<file path="src/rtl/parking_pkg.sv">
// Shared types and default constants for the parking gate arbiter.
package parking_pkg;

  typedef enum logic [1:0] {
    IDLE,
    WAIT_AUTH,
    GATE_IN,
    GATE_OUT
  } state_t;

  typedef enum logic {
    ENTRY,
    EXIT
  } lane_t;

  localparam int unsigned DEF_CAPACITY     = 20;
  localparam int unsigned DEF_OPEN_CYCLES  = 10;
  localparam int unsigned DEF_AUTH_TIMEOUT = 10;
  localparam int unsigned TIMER_W          = 8;

endpackage

</file>
<file path="src/rtl/gate_timer.sv">
// 8-bit down-counter shared by the auth window and the gate-open window.
module gate_timer
  import parking_pkg::*;
(
  input  logic               clk,
  input  logic               rst,
  input  logic               load,
  input  logic [TIMER_W-1:0] load_val,
  output logic               expire
);

  logic [TIMER_W-1:0] count;

  always_ff @(posedge clk) begin
    if (rst) begin
      count <= '0;
    end else if (load) begin
      count <= load_val;
    end else if (count != '0) begin
      count <= count - TIMER_W'(1);
    end
  end

  // A window of N cycles is loaded with N; the final cycle reads 1.
  // A zero load expires at once so a zero-length window cannot stall the FSM.
  assign expire = (count <= TIMER_W'(1));

endmodule

</file>
<file path="src/rtl/parking_gate_arbiter.sv">
// Parking gate arbiter: round-robin entry/exit arbitration, auth wait, gate window, occupancy.
// Optional deny statistics counter enabled by macro PARKING_DENY_STATS_EN.
module parking_gate_arbiter
  import parking_pkg::*;
#(
  parameter int unsigned CAPACITY     = DEF_CAPACITY,
  parameter int unsigned OPEN_CYCLES  = DEF_OPEN_CYCLES,
  parameter int unsigned AUTH_TIMEOUT = DEF_AUTH_TIMEOUT
) (
  input  logic        clk,
  input  logic        rst,
  input  logic        entry_req,
  input  logic        exit_req,
  input  logic        auth_ok,
  input  logic        auth_fail,
  input  logic        car_passed,
  output logic        entry_grant,
  output logic        gate_open,
  output logic        green_led,
  output logic        red_led,
  output logic [7:0]  occupancy,
  output logic        full,
  output logic        empty
`ifdef PARKING_DENY_STATS_EN
  ,
  output logic [15:0] deny_count
`endif
);

  localparam logic [7:0]         CAP_V  = 8'(CAPACITY);
  localparam logic [TIMER_W-1:0] OPEN_V = TIMER_W'(OPEN_CYCLES);
  localparam logic [TIMER_W-1:0] AUTH_V = TIMER_W'(AUTH_TIMEOUT);

  state_t             state, state_next;
  lane_t              last_served, served_next;
  logic [7:0]         occ_next;
  logic               timer_load;
  logic [TIMER_W-1:0] timer_val;
  logic               expire;
  logic               ent_cand, ex_cand;

  gate_timer u_timer (
    .clk      (clk),
    .rst      (rst),
    .load     (timer_load),
    .load_val (timer_val),
    .expire   (expire)
  );

  assign ent_cand = entry_req && !full;
  assign ex_cand  = exit_req && !empty;

  always_comb begin
    state_next  = state;
    served_next = last_served;
    occ_next    = occupancy;
    timer_load  = 1'b0;
    timer_val   = '0;
    unique case (state)
      IDLE: begin
        // On conflict the lane not served last wins.
        if (ent_cand && (!ex_cand || last_served == EXIT)) begin
          state_next  = WAIT_AUTH;
          served_next = ENTRY;
          timer_load  = 1'b1;
          timer_val   = AUTH_V;
        end else if (ex_cand) begin
          state_next  = GATE_OUT;
          served_next = EXIT;
          timer_load  = 1'b1;
          timer_val   = OPEN_V;
        end
      end
      WAIT_AUTH: begin
        if (auth_ok) begin
          state_next = GATE_IN;
          timer_load = 1'b1;
          timer_val  = OPEN_V;
        end else if (auth_fail || expire) begin
          state_next = IDLE;
        end
      end
      GATE_IN: begin
        if (car_passed) begin
          state_next = IDLE;
          if (occupancy < CAP_V) occ_next = occupancy + 8'd1;
        end else if (expire) begin
          state_next = IDLE;
        end
      end
      GATE_OUT: begin
        if (car_passed) begin
          state_next = IDLE;
          if (occupancy != 8'd0) occ_next = occupancy - 8'd1;
        end else if (expire) begin
          state_next = IDLE;
        end
      end
      default: state_next = IDLE;
    endcase
  end

  // Outputs are registered from next-state values so they change on the entering edge.
  always_ff @(posedge clk) begin
    if (rst) begin
      state       <= IDLE;
      last_served <= ENTRY;
      occupancy   <= '0;
      entry_grant <= 1'b0;
      gate_open   <= 1'b0;
      green_led   <= 1'b0;
      red_led     <= 1'b1;
      full        <= 1'b0;
      empty       <= 1'b1;
    end else begin
      state       <= state_next;
      last_served <= served_next;
      occupancy   <= occ_next;
      entry_grant <= (state_next == WAIT_AUTH);
      gate_open   <= (state_next == GATE_IN) || (state_next == GATE_OUT);
      green_led   <= (state_next == GATE_IN) || (state_next == GATE_OUT);
      red_led     <= !((state_next == GATE_IN) || (state_next == GATE_OUT));
      full        <= (occ_next == CAP_V);
      empty       <= (occ_next == 8'd0);
    end
  end

`ifdef PARKING_DENY_STATS_EN
  always_ff @(posedge clk) begin
    if (rst) begin
      deny_count <= '0;
    end else if (state == WAIT_AUTH && !auth_ok && (auth_fail || expire)
                 && deny_count != 16'hFFFF) begin
      deny_count <= deny_count + 16'd1;
    end
  end
`endif

endmodule

</file>
<file path="config.mk">
export PLATFORM = sky130hd
export DESIGN_NAME = parking_gate_arbiter
export DESIGN_NICKNAME = d
export VERILOG_FILES = /design/src/rtl/parking_pkg.sv /design/src/rtl/gate_timer.sv /design/src/rtl/parking_gate_arbiter.sv
export SDC_FILE = /design/constraint.sdc
export NUM_CORES = 1
export LEC_CHECK = 0
export BUFFER_PORTS_ARGS = -buffer_cell sky130_fd_sc_hd__buf_4
export CORE_MARGIN = 1
export CORE_UTILIZATION = 45
export CTS_CLUSTER_DIAMETER = 150
export DETAILED_ROUTE_END_ITERATION = 8
export PLACE_DENSITY_LB_ADDON = 0.08
export SYNTH_ARGS = -nofsm -noshare
export SYNTH_HDL_FRONTEND = slang
export SYNTH_SLANG_ARGS = --single-unit
export TNS_END_PERCENT = 20
</file>
<file path="constraint.sdc">
create_clock -name clk -period 6.1 [get_ports clk]
set_input_delay 1.22 -clock clk [delete_from_list [all_inputs] [get_ports clk]]
set_output_delay 1.22 -clock clk [all_outputs]
set_load 0.01 [all_outputs]
</file>
==> results of run 1 <==
-- final cells by class --
cell class | instances | area [um2] | share of cell area
timing repair buffer | 20 | 150 | 0.0960
clock buffer | 4 | 26.3 | 0.0168
sequential | 23 | 460 | 0.294
tap | 31 | 38.8 | 0.0248
multi-input combinational | 130 | 847 | 0.542
inverter | 11 | 41.3 | 0.0264
-- critical path, delay by kind of cell --
kind	cells	cell delay (ps)
buffers and inverters	1	130
AO/OA/AOI/OAI	3	650
AND/OR/NAND/NOR	2	960
-- cells by family (layout without fill, tap and decap cells) --
group,after synthesis,in the layout,share of synthesized area
XOR/XNOR,5,5,0.0314
flip-flops,23,23,0.330
adder cells (fa/ha/maj),4,4,0.0359
multiplexers,3,3,0.0215
buffers and inverters,18,35,0.0619
AO/OA/AOI/OAI,36,36,0.185
AND/OR/NAND/NOR,82,82,0.334
-- power groups by stage --
stage	Sequential, mW	Clock, mW	Combinational (mW)
final	0.195	0.0720	0.158
after global routing	0.198	0.0802	0.178
after CTS	0.194	0.0743	0.159
after detailed placement	0.198	0	0.157
after global placement	0.197	0	0.153
after floorplan	0.191	0	0.123
-- sequential cells by signal, indices dropped and copies added, names as in the netlist --
signal and count:
empty 1, entry_grant 1, full 1, green_led 1, last_served 1, occupancy 8, red_led 1, state 1
u_timer.count 8
-- cell usage in the layout, fill, tap and decap left out, drive strengths merged, types with 2 or more instances in the layout --
| cell | instances |
|---|---|
| and2 | 4 |
| o2111a | 2 |
| nand2b | 7 |
| buf | 20 |
| nand4b | 2 |
| xnor2 | 4 |
| o211a | 2 |
| nand3 | 2 |
| o21ai | 5 |
| ha | 4 |
| nor3 | 7 |
| o221ai | 2 |
| nor4 | 7 |
| dfxtp | 23 |
| nand2 | 15 |
| nand3b | 2 |
| a21oi | 7 |
| or4 | 2 |
| inv | 11 |
| nor4b | 2 |
| o21a | 3 |
| nand4 | 2 |
| nor2 | 18 |
| clkbuf | 4 |
| o31ai | 3 |
| a31oi | 4 |
| nor3b | 2 |
| or3 | 6 |
| mux2i | 3 |
-- worst paths after layout --
| check | from | to | slack, ps |
|---|---|---|---|
| hold / removal | last_served | last_served | 490 |
| setup / recovery | car_passed | empty | 3360 |
| setup reg to reg | occupancy[0] | empty | 3490 |
| hold reg to reg | last_served | last_served | 490 |
-- routing by layer --
| metal | up-vias | part of all wire | GRT usage |
|---|---|---|---|
| met3 | 4 | 0.050 | 0.0446 |
| li1 | 656 | - | - |
| met4 | 0 | 0.0090 | 0.0544 |
| met1 | 615 | 0.45 | 0.286 |
| met5 | - | 0 | 0 |
| met2 | 37 | 0.49 | 0.375 |
-- stage by stage --
step                      hold WS (ps)  cells   util  area, um2  power [mW]
final                              492    219  0.548       1560       0.425
after global routing               520    219  0.548       1560       0.456
after CTS                          495    219  0.548       1560       0.427
after detailed placement           477    215  0.539       1540       0.355
after global placement             455    215  0.539       1540       0.350
after floorplan                    448    171      -       1390       0.314
==> metrics.md, run 1 <==
| Metric | Value |
|---|---|
| Status | `finished with violations` |
| Failing checks | `DRC` |
| Worst slack at placement | `3040 ps` |
| Area share of the largest cell type after synthesis | `0.330` |
| Crit start category | `input pin` |
| Total GRT Usage | `0.220` |
| Final period utilization | `0.450` |
| Crit Path Max Fanout | `10` |
| Comb power frac | `0.373` |
| Grt total ovfl | `0` |
| Synth top cells by count | `23 x dfxtp_1, 18 x nor2_1, 15 x nand2_1` |
| # Max-Cap Violations | `0` |
| Clk Latency, worst-skew pair | `310 ps` |
| Max Fclk | `365 MHz` |
| Dpl hpwl | `2510 um` |
| CTS sink cnt | `23` |
| Vias after detailed routing | `1312` |
| P_leak | `0.622 nW` |
| Final WL | `3330 um` |
| Chip width | `57.7 um` |
| Part of the power in the clock network | `0.169` |
| Crit path required time | `6330 ps` |
| Clk buf depth | `2` |
| Cell taking the most area after synthesis | `dfxtp_1` |
| Seq pwr share | `0.458` |
| Synth Warn # | `0` |
| CTS buffer count | `3` |
| Worst-path cell chain | `buf_4, nor4bb_1, a21boi_0, nor3_1, o221ai_1, o31ai_1` |
| Final setup fails | `0` |
| Post-CTS resize count | `0` |
| # DRC | `1` |
| First-pass GRT wire length | `5690 um` |
| Sw Pwr | `0.157 mW` |
| Final WS setup | `3360 ps` |
| Power per cell area | `272 nW/um2` |
| Net Sw Frac | `0.369` |
| Slew @ Worst Pin | `756 ps` |
| Data arrival, critical path | `2980 ps` |
| Max H-tree Level | `1` |
| Cts hold-fix bufs | `0` |
| Relative slew slack | `0.492` |
| Starting Density | `0.489` |
| Via density per instance | `5.99` |
| Post-DR wirelength/cell | `15.2 um` |
| Total Nets Final | `200` |
| CP max-delay cell | `nor4bb_1` |
| Largest net degree at the start of global routing | `16` |
| Sequential element share of the synthesized area | `0.330` |
| Clock Skews | `9.13 ps` |
| Placeable Area | `2850 um2` |
| GP Congestion | `0.855` |
| Syn Inst Count | `171` |
| Synthesis-to-layout area growth | `12.2%` |
| Number of synthesized flops with an enable pin | `0` |
| CTS tree | `done` |
| Max IR drop VDD | `0.000193 V` |
| Root buffer cell | `clkbuf_4` |
| Fin. Hold Viols | `0` |
| CP endpoint kind | `flop` |
| Post-synthesis cell area | `1390 um2` |
| Vias in the first global route | `1264` |
| Post-route ant nets | `0` |
| Internal | `0.268 mW` |
| Clk pin slew, worst setup/hold paths | `130 ps` |
| Syn avg cell area | `8.15 um2` |
| TritonRoute pass-1 iters | `6` |
| Fin crit period | `2740 ps` |
| Top post-synthesis cells by area | `dfxtp_1 33%, nor2_1 4.8%, nand2_1 4.0%, ha_1 3.6%, nand2b_1 3.1%` |
| Ant. Diodes | `0` |
| Filler cell count | `288` |
| Final TNS setup | `0 ps` |
| Die Ht | `57.7 um` |
| Seq cells post-synth | `23` |
| Postcts setup bufs | `0` |
| Mapped Nets | `182` |
| Post-synth ARST share | `0` |
| Ys flop type | `dfxtp_1` |
| Initial DRC count | `83` |
| Count leader, synth | `dfxtp_1` |
| Share of cells above drive strength 1 | `0.149` |
| Hold depth | `2` |
| R2R depth | `7` |
| Slowest stage delay, CP | `550 ps` |
| Antenna violations before repair | `0` |
| PortBufs | `20` |
| Num rows | `19` |
| IO Count | `21` |
| RSZ-0062 raised after global routing | `false` |
| Post-synth cell types | `48` |
| Die area | `3320 um2` |
| Hold Path Class | `flop to flop` |
| Setup CP Type | `input pin to flop` |
| Slew Limit Fails | `0` |
Note: power is estimated with default switching activity, not from simulation.
==> inputs of run 2 (changes only) <==
- ABC_AREA: not set -> 1
- clock period: 6.1 -> 2.9 ns (I/O delays scaled with it)
==> run 2 against run 1 <==
Compared with the run above: the flow now finishes without violations; largest cell class unchanged; register-to-register slack got worse by 2500 ps; final cell count rose by 42%; hold slack improved by 2.9 ps; via count up 16%; die area grew 5.9%; worst setup slack got worse by 2400 ps; synthesized cell count increased by 43%; critical endpoint unchanged; utilization is 0.42 points higher; routed wire length increased by 4.2%; global-route usage down 1.0 points.
==> metrics.md, run 2 <==
| Metric | Value |
|---|---|
| Largest net degree at the start of global routing | `14 (-2)` |
| Ys flop type | `dfxtp_1` |
| Dpl hpwl | `2680 um (+6.8%)` |
| Status | `complete, no violations` |
| Chip width | `59.3 um (+2.9%)` |
| Max H-tree Level | `1 (unchanged)` |
| Synthesis-to-layout area growth | `15.0%` |
| Count leader, synth | `nand2_1` |
| GP Congestion | `0.870 (+1.8%)` |
| Post-synth ARST share | `0 (unchanged)` |
| Power per cell area | `565 nW/um2 (+110%)` |
| Ant. Diodes | `0 (unchanged)` |
| CTS buffer count | `3 (unchanged)` |
| Post-CTS resize count | `0 (unchanged)` |
| Max IR drop VDD | `0.000387 V (+100%)` |
| Total Nets Final | `279 (+40%)` |
| Clk Latency, worst-skew pair | `320 ps (about the same)` |
| Antenna violations before repair | `0 (unchanged)` |
| Crit Path Max Fanout | `6 (-4)` |
| Fin. Hold Viols | `0 (unchanged)` |
| Post-DR wirelength/cell | `11.1 um (-27%)` |
| Filler cell count | `339 (+18%)` |
| P_leak | `0.915 nW (+47%)` |
| Starting Density | `0.480 (-0.00811)` |
| Final TNS setup | `0 ps (unchanged)` |
| Post-route ant nets | `0 (unchanged)` |
| Commonest non-fill, non-tap cell in the layout | `nand2_1` |
| Max Fclk | `511 MHz` |
| Top Registers | `occupancy x8, u_timer.count x8` |
| Synth Warn # | `0 (unchanged)` |
| CTS tree | `done` |
| Data arrival, critical path | `2170 ps (-810 ps)` |
| Die area | `3520 um2 (+5.9%)` |
| Area of the multi-input gates | `868 um2 (+2.5%)` |
| Worst r2r dst | `empty` |
| CP Launch Point | `occupancy[1]` |
| Clk pin slew, worst setup/hold paths | `130 ps (about the same)` |
| R2R depth | `14 (+7)` |
| PortBufs | `20 (unchanged)` |
| # DRC | `0 (-1)` |
| Register Area | `460 um2 (unchanged)` |
| Die Ht | `59.3 um (+2.9%)` |
| Postcts setup bufs | `0 (unchanged)` |
| R2R setup slack | `940 ps (-2550 ps)` |
| Seq cells post-synth | `23 (unchanged)` |
| Syn Inst Count | `245 (+43%)` |
| Final period utilization | `0.675` |
| Final setup fails | `0 (unchanged)` |
| CP endpoint kind | `flop` |
| CTS sink cnt | `23 (unchanged)` |
| Via density per instance | `4.88 (-19%)` |
| Relative slew slack | `0.760 (+0.268)` |
| Initial DRC count | `86 (+3.6%)` |
| Number of synthesized flops with an enable pin | `0 (unchanged)` |
| Mapped Nets | `256 (+41%)` |
| Vias in the first global route | `1234 (-2.4%)` |
| Total GRT Usage | `0.210 (-0.0101)` |
| Worst R2R Start | `occupancy[1]` |
| Share of cells above drive strength 1 | `0.142 (-0.00661)` |
| Clock Skews | `7.73 ps (-1.40 ps)` |
| Final WS setup | `941 ps (-2420 ps)` |
| CP endpoint | `empty` |
| Post-synth cell types | `25 (-48%)` |
| Fin crit period | `1960 ps` |
| Num rows | `20 (+1)` |
| Most frequent cells in the layout | `69 x nand2_1, 48 x nor2_1, 34 x inv_1, 23 x dfxtp_1, 21 x nand3_1` |
| Syn avg cell area | `6.04 um2 (-26%)` |
| Vias after detailed routing | `1517 (+16%)` |
| Sequential element share of the synthesized area | `0.311 (-0.0190)` |
| Placeable Area | `3080 um2 (+7.9%)` |
| First-pass GRT wire length | `5690 um (unchanged)` |
| Final WL | `3470 um (+4.2%)` |
| Cell taking the most area after synthesis | `dfxtp_1` |
| Crit path required time | `3110 ps (-3220 ps)` |
| Crit start category | `flop` |
| Area share of the largest cell type after synthesis | `0.311 (-0.0190)` |
| Setup CP Type | `flop to flop` |
| Synth top cells by count | `69 x nand2_1, 48 x nor2_1, 34 x inv_1` |
| Hold Path Class | `flop to flop` |
| Top post-synthesis cells by area | `dfxtp_1 31%, nand2_1 18%, nor2_1 12%, inv_1 8.6%, nand3_1 7.1%` |
| Clk buf depth | `2 (unchanged)` |
| Slew @ Worst Pin | `360 ps (-396 ps)` |
| IO Count | `21 (unchanged)` |
| TritonRoute pass-1 iters | `4 (-2)` |
| Post-synthesis cell area | `1480 um2 (+6.1%)` |
| Grt total ovfl | `0 (unchanged)` |
| RSZ-0062 raised after global routing | `false` |
| Worst slack at placement | `998 ps (-2040 ps)` |
| Root buffer cell | `clkbuf_4` |
| Cts hold-fix bufs | `0 (unchanged)` |
| Slew Limit Fails | `0 (unchanged)` |
| # Max-Cap Violations | `0 (unchanged)` |
-- run 2: cell types whose count changed after synthesis, sizes merged, moves of 7 or more --
cell / delta
nand2b: -7
nor2: +35
nand3: +20
inv: +26
nor4: -7
nand2: +58
-- run 2: worst min-delay path by stage --
stage	startpoint	slack, ps	depth (start not counted)	endpoint
2_1_floorplan	last_served	450	2	last_served
3_3_place_gp	u_timer.count[7]	470	2	u_timer.count[7]
3_5_place_dp	u_timer.count[7]	480	2	u_timer.count[7]
4_1_cts	u_timer.count[7]	500	2	u_timer.count[7]
5_1_grt	rst	490	2	occupancy[7]
6_report	u_timer.count[7]	490	2	u_timer.count[7]
-- run 2: layout make-up --
type                            instances  share of cell area
Multi-Input combinational cell        183               0.511
Sequential cell                        23               0.271
Timing Repair Buffer                   20              0.0883
Inverter                               37              0.0817
Tap cell                               44              0.0324
Clock buffer                            3              0.0132
Clock inverter                          1             0.00294
-- run 2: critical path, cell delays in order (launching register included) --
cell and delay [ps]:
dfxtp_1 480, inv_1 130, ha_1 240, nand2_2 100, inv_1 60, nand2_1 80, nor2_1 40, nor2_1 240
nand3_1 110, nand2_1 90, inv_1 60, nand2_1 80, nor2_2 50, nand2_1 60, nand2_1 50
-- run 2: layer usage --
| layer | global-route usage | vias to the layer above | routed length, um | part of all wire |
|---|---|---|---|---|
| met3 | 0.0459 | 2 | 208 | 0.060 |
| met1 | 0.325 | 662 | 1800 | 0.52 |
| met5 | 0 | - | 0 | 0 |
| met2 | 0.302 | 45 | 1450 | 0.42 |
| met4 | 0.0204 | 0 | 8 | 0.0023 |
| li1 | - | 808 | - | - |
-- run 2: per-stage QoR --
step | hold WS, ps | area [um2] | power [mW] | instances | utilization
after CTS | 496 | 1700 | 0.965 | 311 | 0.552
after global routing | 492 | 1700 | 1.04 | 311 | 0.552
final | 495 | 1700 | 0.960 | 311 | 0.552
after detailed placement | 476 | 1670 | 0.812 | 307 | 0.543
after global placement | 472 | 1670 | 0.815 | 307 | 0.543
after floorplan | 453 | 1480 | 0.724 | 245 | -
-- run 2: cells by family after synthesis --
kind of cell / count (synthesis) / share of synthesized area
buf+inv: 39 / 0.102
flops: 23 / 0.311
compound gates: 17 / 0.0677
fa+ha+maj: 4 / 0.0338
simple gates: 159 / 0.468
xor+xnor: 3 / 0.0178
-- run 2: report_power, final --
group          internal [mW]  leakage (nW)  switching, mW
clock network         0.0516        0.0177         0.0983
registers              0.367         0.188         0.0480
logic                  0.152         0.710          0.243
==> inputs of run 3 (changes only) <==
- ABC_AREA: 1 -> 0
- clock period: 2.9 -> 1.8 ns (I/O delays scaled with it)
==> run 3 against run 2 <==
Compared with the run above: routed wire length grew 13%; non-clock buffer count grew 48; the run now ends with DRC, setup timing left; critical endpoint unchanged; register-to-register slack lost 1100 ps; first-iteration DRC count grew 38%; clock power increased by 69%; highest routed layer unchanged; via count decreased by 1.5%; sequential cell count stayed put; count of clock-buffer cells in the layout unchanged.
==> metrics.md, run 3 (same netlist as run 1, synthesis figures left out) <==
| Metric | Value |
|---|---|
| Commonest non-fill, non-tap cell in the layout | `buf_4` |
| Fin. Hold Viols | `0 (unchanged)` |
| Relative slew slack | `0.670 (-0.0897)` |
| Tot Pwr | `1.65 mW (+72%)` |
| Die Ht | `57.7 um (-2.8%)` |
| Worst slack at placement | `-177 ps (-1170 ps)` |
| CTS tree | `done` |
| Starting Density | `0.489 (+0.00811)` |
| Most frequent cells in the layout | `68 x buf_4, 18 x nor2_1, 17 x dfxtp_1, 15 x nand2_1, 11 x inv_1` |
| Crit path required time | `2040 ps (-1070 ps)` |
| Hold slack | `292 ps (-202 ps)` |
| PortBufs | `20 (unchanged)` |
| Final cell utilization of the core | `0.719 (+0.166)` |
| Cts hold-fix bufs | `0 (unchanged)` |
| IO Count | `21 (unchanged)` |
| Chip width | `57.7 um (-2.8%)` |
| CP max-delay cell | `or3_4` |
| Max IR drop VDD | `0.000483 V (+25%)` |
| Failing checks | `DRC, setup timing` |
| Final WL | `3930 um (+13%)` |
| Fin area | `2050 um2 (+21%)` |
| Crit Path Max Fanout | `8 (+2)` |
| Antenna violations before repair | `0 (unchanged)` |
| Num rows | `19 (-5.0%)` |
| Max Fclk | `509 MHz (-0.40%)` |
| # Max-Cap Violations | `0 (unchanged)` |
| Hold Path Class | `input pin to flop` |
| Slowest stage delay, CP | `380 ps (-100 ps)` |
| Non-filler cells in the finished layout | `267 (-14%)` |
| Top Registers | `occupancy x8, u_timer.count x8` |
| Dpl cells | `261 (-15%)` |
| First-pass GRT wire length | `6360 um (+12%)` |
| Post-route ant nets | `0 (unchanged)` |
| Slew Limit Fails | `0 (unchanged)` |
| Status | `finished with violations` |
| CTS buffer count | `3 (unchanged)` |
| Clk Latency, worst-skew pair | `320 ps (about the same)` |
| Ant. Diodes | `0 (unchanged)` |
| Crit start category | `flop` |
| Via density per instance | `5.60 (+15%)` |
| RSZ-0062 raised after global routing | `true` |
| # DRC | `2 (+2)` |
| Global route hottest layer | `met2` |
| Initial DRC count | `119 (+38%)` |
| Total Nets Final | `248 (-11%)` |
| Clk buf depth | `2 (unchanged)` |
| P_leak | `0.886 nW (-3.1%)` |
| Grt total ovfl | `0 (unchanged)` |
| Met3 GRT Util | `0.0313 (-0.0146)` |
| Total GRT Usage | `0.249 (+0.0397)` |
| Die area | `3320 um2 (-5.6%)` |
| CP endpoint kind | `flop` |
| Setup CP Type | `flop to flop` |
| Clock Skews | `6.03 ps (-1.71 ps)` |
| Share of cells above drive strength 1 | `0.403 (+0.260)` |
| Post-DP Area | `1890 um2 (+13%)` |
| Slew @ Worst Pin | `489 ps (+129 ps)` |
| Root buffer cell | `clkbuf_4` |
| Worst-path cell chain | `or3_4, buf_4, o31ai_4, o2111a_1, o221ai_1, o31ai_2` |
| Final period utilization | `1.09 (+0.417)` |
| Clk pin slew, worst setup/hold paths | `140 ps (about the same)` |
| Filler cell count | `207 (-39%)` |
| Final WS setup | `-166 ps (-1110 ps)` |
| TritonRoute pass-1 iters | `6 (+2)` |
| Final setup fails | `5 (+5)` |
| GP Congestion | `0.911 (+4.7%)` |
| Placeable Area | `2850 um2 (-7.3%)` |
| Synthesis-to-layout area growth | `47.1%` |
| Power per cell area | `805 nW/um2 (+43%)` |
| CTS sink cnt | `23 (unchanged)` |
| Vias in the first global route | `1411 (+14%)` |
| Dpl hpwl | `2920 um (+9.0%)` |
| Max H-tree Level | `1 (unchanged)` |
| GR Layer Usage met2 | `0.429 (+0.127)` |
| Post-DR wirelength/cell | `14.7 um (+32%)` |
| Vias after detailed routing | `1495 (-1.5%)` |
| Data arrival, critical path | `2210 ps (+40 ps)` |
| GRT met1 Usage | `0.316 (-0.00922)` |
| Final TNS setup | `-409 ps (-409 ps)` |
| Largest net degree at the start of global routing | `14 (unchanged)` |
| Fin crit period | `1970 ps (+7.84 ps)` |
## run 3: cell count changes in the layout (fill, tap and decap cells not counted), moves of 5 or more
cell / delta
nor2_1: -30
nand3_1: -19
inv_1: -23
dfxtp_1: -6
nand2_1: -54
nor4_1: +5
nand2b_1: +7
buf_4: +48
## run 3: what timing repair did
item	in CTS	in global routing
setup endpoints to repair	7	9
buffers inserted	1	1
resized for setup	11	13
pin swaps	2	6
## run 3: cell type report
cell class	instances	area, um2	share of cell area
tap	31	38.8	0.0189
inverter	11	41.3	0.0201
multi-input combinational	130	960	0.468
clock inverter	1	5.00	0.00244
sequential	23	473	0.231
timing repair buffer	68	510	0.249
clock buffer	3	22.5	0.0110
## run 3: worst max-delay path: cells and delay by family, from the launching register on
kind | cells | cell delay [ps]
simple gates | 1 | 380
buf+inv | 1 | 190
flops | 1 | 360
compound gates | 4 | 970
## run 3: routing by layer
metal  share of wire  up-vias
met4           0.025        0
li1                -      757
met1            0.47      691
met3           0.038       10
met2            0.47       37
met5               0        -
## run 3: power by group
group	switching [mW]	total [mW]	internal, mW
logic	0.368	0.762	0.394
clock network	0.170	0.253	0.0833
registers	0.0568	0.636	0.579
total	0.595	1.65	1.06
## run 3: final timing paths
path / start / endpoint / slack, ps / cells after the start
worst min-delay path: rst / occupancy[0] / 290 / 2
worst max-delay path: occupancy[7] / empty / -170 / 6
worst min register to register: last_served / last_served / 480 / 2
worst max register to register: occupancy[7] / empty / -170 / 6
